===== config.mk =====
export PLATFORM = sky130hd
export DESIGN_NAME = axis_frame_len_fifo_flat
export DESIGN_NICKNAME = d
export VERILOG_FILES = /design/src/rtl/axis_frame_len_fifo_if.sv /design/src/rtl/axis_frame_len_fifo.sv /design/src/flat_wrapper.sv
export SDC_FILE = /design/constraint.sdc
export NUM_CORES = 1
export LEC_CHECK = 0
export ABC_AREA = 0
export CAP_MARGIN = 20
export CORE_ASPECT_RATIO = 0.8
export CORE_MARGIN = 2
export CORE_UTILIZATION = 60
export DETAILED_ROUTE_END_ITERATION = 12
export GPL_TIMING_DRIVEN = 1
export PLACE_DENSITY = 0.79
export SLEW_MARGIN = 15
export SYNTH_ARGS = -nofsm -noshare
export SYNTH_HDL_FRONTEND = slang
export SYNTH_SLANG_ARGS = --single-unit

===== constraint.sdc =====
create_clock -name clk -period 3.8 [get_ports clk]
set_input_delay 0.38 -clock clk [delete_from_list [all_inputs] [get_ports clk]]
set_output_delay 0.38 -clock clk [all_outputs]
set_load 0.01 [all_outputs]

===== src/rtl/axis_frame_len_fifo_if.sv =====
// axis_frame_len_fifo_if: frame-length input and AXI-Stream length output of the length FIFO
interface axis_frame_len_fifo_if #(
    parameter int LEN_WIDTH = 16
);
    logic [LEN_WIDTH-1:0] frame_len;
    logic                 frame_len_valid;
    logic [LEN_WIDTH-1:0] m_axis_tdata;
    logic                 m_axis_tvalid;
    logic                 m_axis_tready;
    modport master (
        input  frame_len, frame_len_valid, m_axis_tready,
        output m_axis_tdata, m_axis_tvalid
    );
    modport slave (
        output frame_len, frame_len_valid, m_axis_tready,
        input  m_axis_tdata, m_axis_tvalid
    );
endinterface


===== src/rtl/axis_frame_len_fifo.sv =====
// axis_frame_len_fifo: queues completed-frame lengths for an AXI-Stream consumer, counting drops
module axis_frame_len_fifo #(
    parameter int LEN_WIDTH = 16,
    parameter int DEPTH     = 16,
    parameter int CNT_WIDTH = 16,
    localparam int AW       = $clog2(DEPTH),
    localparam int CW       = AW + 1
) (
    input  logic                 clk,
    input  logic                 rst_n,
    axis_frame_len_fifo_if.master bus,
    output logic [CW-1:0]        count,
    output logic                 full,
    output logic                 overflow,
    output logic [CNT_WIDTH-1:0] drop_count,
    input  logic                 clear_stats
);
    logic [LEN_WIDTH-1:0] mem [DEPTH];
    logic [AW-1:0]        rd_ptr_q, rd_ptr_d, wr_ptr_q, wr_ptr_d;
    logic [CW-1:0]        count_q, count_d;
    logic [LEN_WIDTH-1:0] tdata_q, tdata_d;
    logic                 overflow_q, overflow_d;
    logic [CNT_WIDTH-1:0] drop_q, drop_d;
    logic                 armed_q;
    logic                 empty, do_rd, try_wr, do_wr, drop;
    always_comb begin
        empty      = count_q == '0;
        do_rd      = !empty && bus.m_axis_tready;
        try_wr     = armed_q && bus.frame_len_valid;
        do_wr      = try_wr && (count_q != CW'(DEPTH) || do_rd);
        drop       = try_wr && !do_wr;
        rd_ptr_d   = do_rd ? rd_ptr_q + AW'(1) : rd_ptr_q;
        wr_ptr_d   = do_wr ? wr_ptr_q + AW'(1) : wr_ptr_q;
        count_d    = count_q + CW'(do_wr) - CW'(do_rd);
        // Head register: the next head is either the following slot or, if it isn't stored yet, the incoming length
        tdata_d    = do_rd ? (count_q == CW'(1) ? bus.frame_len : mem[rd_ptr_d])
                           : (empty && do_wr ? bus.frame_len : tdata_q);
        overflow_d = clear_stats ? 1'b0 : overflow_q | drop;
        drop_d     = clear_stats ? '0 : (drop && drop_q != '1 ? drop_q + CNT_WIDTH'(1) : drop_q);
    end
    always_ff @(posedge clk) begin
        if (do_wr) mem[wr_ptr_q] <= bus.frame_len;
    end
    always_ff @(posedge clk or negedge rst_n) begin
        if (!rst_n) begin
            rd_ptr_q   <= '0;
            wr_ptr_q   <= '0;
            count_q    <= '0;
            tdata_q    <= '0;
            overflow_q <= 1'b0;
            drop_q     <= '0;
            armed_q    <= 1'b0;
        end else begin
            rd_ptr_q   <= rd_ptr_d;
            wr_ptr_q   <= wr_ptr_d;
            count_q    <= count_d;
            tdata_q    <= tdata_d;
            overflow_q <= overflow_d;
            drop_q     <= drop_d;
            armed_q    <= 1'b1;
        end
    end
    assign bus.m_axis_tdata  = tdata_q;
    assign bus.m_axis_tvalid = !empty;
    assign count             = count_q;
    assign full              = count_q == CW'(DEPTH);
    assign overflow          = overflow_q;
    assign drop_count        = drop_q;
endmodule


===== src/flat_wrapper.sv =====
// flat-port wrapper written by rule: the top's interface ports become plain ports
module axis_frame_len_fifo_flat 
#(
    parameter int LEN_WIDTH = 16,
    parameter int DEPTH     = 16,
    parameter int CNT_WIDTH = 16,
    localparam int AW       = $clog2(DEPTH),
    localparam int CW       = AW + 1
)
  (clk, rst_n, count, full, overflow, drop_count, clear_stats, bus_frame_len, bus_frame_len_valid, bus_m_axis_tready, bus_m_axis_tdata, bus_m_axis_tvalid);
  axis_frame_len_fifo_if #(.LEN_WIDTH(LEN_WIDTH)) bus_i ();
  input  logic clk;
  input  logic rst_n;
  output logic [CW-1:0] count;
  output logic full;
  output logic overflow;
  output logic [CNT_WIDTH-1:0] drop_count;
  input  logic clear_stats;
  input wire logic [$bits(bus_i.frame_len)-1:0] bus_frame_len;
  input wire logic [$bits(bus_i.frame_len_valid)-1:0] bus_frame_len_valid;
  input wire logic [$bits(bus_i.m_axis_tready)-1:0] bus_m_axis_tready;
  output wire logic [$bits(bus_i.m_axis_tdata)-1:0] bus_m_axis_tdata;
  output wire logic [$bits(bus_i.m_axis_tvalid)-1:0] bus_m_axis_tvalid;
  assign bus_i.frame_len = bus_frame_len;
  assign bus_i.frame_len_valid = bus_frame_len_valid;
  assign bus_i.m_axis_tready = bus_m_axis_tready;
  assign bus_m_axis_tdata = bus_i.m_axis_tdata;
  assign bus_m_axis_tvalid = bus_i.m_axis_tvalid;
  axis_frame_len_fifo #(.LEN_WIDTH(LEN_WIDTH), .DEPTH(DEPTH), .CNT_WIDTH(CNT_WIDTH)) u_core (.clk(clk), .rst_n(rst_n), .bus(bus_i), .count(count), .full(full), .overflow(overflow), .drop_count(drop_count), .clear_stats(clear_stats));
endmodule

==> results of run 1 <==
cell usage after synthesis, drive strengths merged (2+ instances only):
library cell	n	area [um2]
edfxtp	256	7690
a221oi	94	867
nor2	79	297
mux2i	61	611
nand2	50	190
dfrtp	47	1180
buf	41	265
clkbuf	34	128
nor3	34	175
o22ai	33	206
o21ai	32	160
mux4	19	428
inv	18	67.6
o31ai	16	130
a211o	14	123
a22o	14	123
a32o	14	140
xor2	14	123
o21bai	13	97.6
xnor2	13	114
ha	12	150
a21oi	8	58.8
and3	6	37.5
nand4	6	37.5
a31oi	5	52.6
nand2b	5	31.3
nand3	5	25.0
and4	4	35.0
a22oi	3	36.3
and2	3	18.8
o21a	3	22.5
a211oi	2	20.0
a21boi	2	26.3
nor4b	2	32.5
metrics by stage:
| step | hold WS, ns | setup WS, ns | total power, mW | instances |
|---|---|---|---|---|
| CTS | 0.304 | 0.742 | 11.6 | 1357 |
| global route | 0.341 | 0.454 | 12.2 | 1357 |
| floorplan | 0.0844 | 0.815 | 7.41 | 975 |
| finish | 0.323 | 0.660 | 11.7 | 1358 |
| global placement | 0.347 | 0.795 | 8.64 | 1305 |
| detailed placement | 0.346 | 0.755 | 8.75 | 1305 |
critical path, stage by stage (launching register included):
cell      delay (ns)
dfrtp_1         0.40
inv_1           0.09
ha_1            0.19
nor4b_4         0.40
nor2_1          0.23
a31oi_2         0.57
buf_4           0.33
o21ai_0         0.27
o21bai_1        0.31
o31ai_1         0.25
timing repair:
action / in CTS / in global routing
hold buffers: 1 / 0
buffers inserted: 0 / 0
endpoints found under the hold margin: 14 / 0
final timing paths:
| check | slack (ns) | from | endpoint | cells past startpoint |
|---|---|---|---|---|
| setup / recovery | 0.66 | u_core.count[3] | u_core.bus.m_axis_tdata[5] | 9 |
| hold / removal | 0.32 | rst_n | u_core.drop_count[7] | 2 |
| setup reg to reg | 0.66 | u_core.count[3] | u_core.bus.m_axis_tdata[5] | 9 |
| hold reg to reg | 0.54 | u_core.overflow | u_core.overflow | 2 |
| max in group asynchronous | 2.57 | rst_n | u_core.rd_ptr_q[0] | 3 |
| min in group clk | 0.54 | u_core.overflow | u_core.overflow | 2 |
kinds of logic (layout without fill, tap and decap cells):
| kind of cell | after synthesis | count (layout) | share of synthesized area, % |
|---|---|---|---|
| buf+inv | 93 | 169 | 3.33 |
| compound gates | 258 | 258 | 15.3 |
| other cells | 1 | 2 | 0.0272 |
| simple gates | 200 | 200 | 6.70 |
| xor+xnor | 27 | 27 | 1.71 |
| fa+ha+maj | 13 | 13 | 1.23 |
| mux | 80 | 80 | 7.52 |
| flops | 303 | 303 | 64.2 |
flip-flops by register name, indices dropped and copies added (netlist names):
signal                   count
u_core.drop_count           16
u_core.wr_ptr_q              4
u_core.armed_q               1
u_core.mem                 256
u_core.count                 5
u_core.overflow              1
u_core.rd_ptr_q              4
u_core.bus.m_axis_tdata     16
metal layers:
layer | vias to the layer above | global-route usage (%) | part of all wire (%)
met2 | 650 | 45.2 | 45
met4 | 0 | 8.76 | 3.0
met1 | 4732 | 43.4 | 40
met3 | 83 | 6.09 | 12
met5 | - | 0 | 0
li1 | 4033 | - | -
cell type report:
type,count,area (um2)
fill,1534,6860
tap,306,383
timing repair buffer,100,936
inverter,18,67.6
clock inverter,14,175
multi-input combinational,579,4540
sequential,303,8870
antenna,1,2.50
clock buffer,37,734
cells in the final DEF, fill, tap and decap left out, drive strengths merged, types with 4 or more instances in the layout:
cell | netlist | routed
nand3 | 5 | 5
xnor2 | 13 | 13
clkbuf | 34 | 37
nor2 | 79 | 79
a221oi | 94 | 94
o31ai | 16 | 16
o22ai | 33 | 33
and3 | 6 | 6
and4 | 4 | 4
ha | 12 | 12
a211o | 14 | 14
a32o | 14 | 14
clkdlybuf4s50 | 0 | 59
buf | 41 | 40
o21ai | 32 | 32
nand2 | 50 | 50
dfrtp | 47 | 47
edfxtp | 256 | 256
nor3 | 34 | 34
clkinv | 0 | 10
nand2b | 5 | 5
o21bai | 13 | 13
mux4 | 19 | 19
a21oi | 8 | 8
nand4 | 6 | 6
xor2 | 14 | 14
mux2i | 61 | 61
bufinv | 0 | 4
inv | 18 | 18
a22o | 14 | 14
a31oi | 5 | 5
where the power goes:
group          switching (mW)  total (mW)  internal [mW]
Sequential              0.289        4.20           3.91
Clock                    1.19        2.82           1.63
Combinational            2.77        4.63           1.86
Total                    4.25        11.7           7.40
==> flow_summary.yaml, run 1 <==
status:
  outcome: "finished clean"
final_layout:
  final_area_mm2: 0.0157
  final_util_pct: 69.6
  drive_gt1_share_pct: 12.6
  nets: 1064
  area_growth_pct: 13.7
timing:
  slew_headroom_pct: 35.2
  fin_skew_ns: 0.0129
  worstMarginPinSlew_ns: 0.972
  setup_viol: 0
  fin_crit_ns: 3.14
  fin_setup_tns_ns: 0
  max_freq_ghz: 0.318
  min_period_over_period_pct: 82.6
  hold_violations: 0
  drv_slew: 0
  rsz0062_at_grt: "false"
yosys:
  synthFlopType: "edfxtp_1"
  mappedNetlistNets: 1009
  ys_types: 65
  syn_area_mm2: 0.0138
  ys_seq_elements: 303
  syn_avg_cell_area_um2: 14.2
  ys_warn_count: 0
  synth_seq_area_share_pct: 64.2
  syn-instance-count: 975
  synth-edff-count: 256
  async_flop_share_pct: 15.5
global_route:
  antenna_found_initial: 0
  grt_pass1_vias: 8907
  grt_max_degree: 68
  grt-ovfl-total: 0
  grt_pass1_wl_um: 54400
  grt.total_usage_pct: 29.5
setup_path:
  crit_required_ns: 4.25
  endpoint_kind: "flop"
  crit_type: "reg -> reg"
  worstPathArrival_ns: 3.59
  cp_max_fo: 9
  start_kind: "flop"
power:
  leakagePower_nw: 5.45
  p_per_area_mw_per_mm2: 742
  ir_worst_vdd_mv: 0.441
drt:
  drt-initial-drc-count: 1286
  firstDrtPassIters: 6
  routed_wl_um: 35600
  viasPerCell: 6.99
  vias: 9498
  ant_nets: 0
  drc: 0
  wl_per_cell_um: 26.2
placed_design:
  hpwlAfterDp_um: 20900
  io_buffer_count: 60
  place_area_mm2: 0.0148
  globalplace.congestion: 0.845
job:
  drv_cap: 0
clock_network:
  cts-buffers-inserted: 28
  clock_path_buffers: 3
  cts-root-buf: "clkbuf_16"
  cts_sinks: 303
  cts_tree: "yes"
  cts.clk_slew.worst_paths_ns: 0.07
  htreeDepth: 1
  clk_latency_ns: 0.55
  cts_resized: 0
min_path:
  hold_path_class: "in -> async"
floorplan:
  die_y_um: 140
  core_area_mm2: 0.0226
  dieArea_mm2: 0.0243
  rows: 49
  die_width_um: 174
  ios: 61
  start_util_pct: 61.2
Note: power is estimated with default switching activity, not from simulation.
==> run 2, diff against run 1 <==
clock period = 3 ns   (was 3.8 ns; I/O delays follow)
==> flow_summary.yaml, run 2 (synthesized netlist as in run 1, its figures left out) <==
status:
  outcome: "finished clean"
floorplan:
  die_y_um: 140
  die_width_um: 174
  rows: 49
  core_area_mm2: 0.0226
  dieArea_mm2: 0.0243
  ios: 61
  start_util_pct: 61.2
drt:
  top_layer: "met4"
  routed_wl_um: 36300
  drc: 0
  firstDrtPassIters: 6
  met2_length_um: 16900
  viasPerCell: 6.95
  vias: 9593
  ant_nets: 0
  drt-initial-drc-count: 1363
  drt-met1-wl_um: 13900
  wl_per_cell_um: 26.3
  wl_met3_um: 4230
setup_path:
  crit_required_ns: 3.43
  start_kind: "flop"
  cp_max_fo: 18
  crit_path_frequent_cell: "buf_4"
  critPathBufInv: 4
  slowest_delay_ns: 0.41
  crit_type: "reg -> reg"
  worstPathArrival_ns: 3.24
  crit_chain: "inv_1 -> ha_2 -> nor4b_4 -> inv_2 -> buf_4 -> and3_2 -> buf_4 -> a22o_1 -> a211o_1 -> o21bai_1 -> o31ai_1"
  cpMaxStageDelayCell: "dfrtp_1"
  cp_top_family: "compound AO/OA/AOI/OAI gates"
  endpoint_kind: "flop"
timing:
  hold_violations: 0
  drv_slew: 0
  holdWs_ns: 0.328
  setup_viol: 0
  min_period_over_period_pct: 94.0
  slew_headroom_pct: 41.9
  fin_crit_ns: 2.82
  max_freq_ghz: 0.355
  worstMarginPinSlew_ns: 0.869
  fin_skew_ns: 0.0176
  finalWorstSetupSlack_ns: 0.181
final_layout:
  fill_cells: 1485
  multi_input_area_mm2: 0.00455
  largest_reg_flops: 256
  area_growth_pct: 16.0
  antenna_cells: 0
  drive_gt1_share_pct: 15.0
  final_util_pct: 71.0
  top_register: "u_core.mem"
  final_area_mm2: 0.0160
  layout_commonest_cell: "edfxtp_1"
  nets: 1085
  final_cell_mix: "256 x edfxtp_1, 87 x a221oi_1, 73 x nor2_1, 61 x mux2i_1, 59 x clkdlybuf4s50_1"
  ff_latch_area_mm2: 0.00887
placed_design:
  io_buffer_count: 60
  globalplace.congestion: 0.877
  place_area_mm2: 0.0149
  hpwlAfterDp_um: 21600
  dp_slack_ns: 0.0867
clock_network:
  cts_tree: "yes"
  clock_path_buffers: 3
  clk_latency_ns: 0.56
  cts.clk_slew.worst_paths_ns: 0.06
  cts-buffers-inserted: 29
  cts_sinks: 303
  cts-root-buf: "clkbuf_16"
  htreeDepth: 1
power:
  leakagePower_nw: 5.61
  p_per_area_mw_per_mm2: 949
  ir_worst_vdd_mv: 0.638
min_path:
  hold_path_class: "in -> async"
global_route:
  grt_pass1_vias: 9330
  grt_pass1_wl_um: 54600
  grt-ovfl-total: 0
  grt.total_usage_pct: 29.8
  antenna_found_initial: 0
  grt_max_degree: 125
job:
  drv_cap: 0
==> run 2: cell count changes in the layout (fill, tap and decap cells not counted), sizes merged <==
cell	delta
buf	+20
bufinv	-1
clkbuf	-5
clkinv	+6
clkinvlp	+2
diode	-1
inv	+1
==> run 2: final timing paths <==
kind | start | end | slack, ns | cells past startpoint
min in group clk | u_core.overflow | u_core.overflow | 0.53 | 2
max in group asynchronous | rst_n | u_core.bus.m_axis_tdata[8] | 1.88 | 3
worst min-delay path | rst_n | u_core.bus.m_axis_tdata[15] | 0.33 | 2
worst max-delay path | u_core.count[2] | u_core.bus.m_axis_tdata[1] | 0.18 | 11
worst max register to register | u_core.count[2] | u_core.bus.m_axis_tdata[1] | 0.18 | 11
worst min register to register | u_core.overflow | u_core.overflow | 0.53 | 2
==> run 2: metrics by stage <==
step	TNS (ns)	power, mW	std cells
global route	-0.0311	15.8	1380
finish	0	15.2	1380
detailed placement	0	11.3	1316
global placement	0	11.1	1316
floorplan	0	9.38	975
CTS	0	14.9	1371
==> run 2: report_power, final <==
| part | leakage, nW | internal (mW) | switching [mW] |
|---|---|---|---|
| combinational | 2.27 | 2.63 | 3.64 |
| clock | 0.459 | 2.05 | 1.56 |
| sequential | 2.88 | 4.96 | 0.361 |
| total | 5.61 | 9.64 | 5.56 |
==> run 2: repair_timing <==
item,CTS,global route
setup endpoints to repair,0,16
setup buffers,0,9
endpoints found under the hold margin,27,0
hold buffers,1,0
gates resized for setup,0,3
==> run 2: layout make-up <==
class | instances | area share, %
Sequential cell | 303 | 55.4
Inverter | 18 | 0.422
Multi-Input combinational cell | 579 | 28.4
Timing Repair Buffer | 120 | 7.56
Clock buffer | 32 | 4.66
Clock inverter | 22 | 1.22
Tap cell | 306 | 2.39
==> run 2: routing by layer <==
metal  vias to the layer above  GRT usage (%)
met1                      4760           41.1
li1                       4069              -
met5                         -              0
met4                         0           9.60
met2                       657           48.3
met3                       107           6.26
==> run 2: worst register-to-register path: stages (launching register included) <==
cell,delay (ns)
dfrtp_1,0.41
inv_1,0.11
ha_2,0.21
nor4b_4,0.24
inv_2,0.15
buf_4,0.17
and3_2,0.38
buf_4,0.24
a22o_1,0.23
a211o_1,0.33
o21bai_1,0.14
o31ai_1,0.09
==> run 3, diff against run 2 <==
SKIP_LAST_GASP = 1   (was not set)
==> results of run 3 <==
No change in the layout: final DEF, timing and power equal those of run 2.
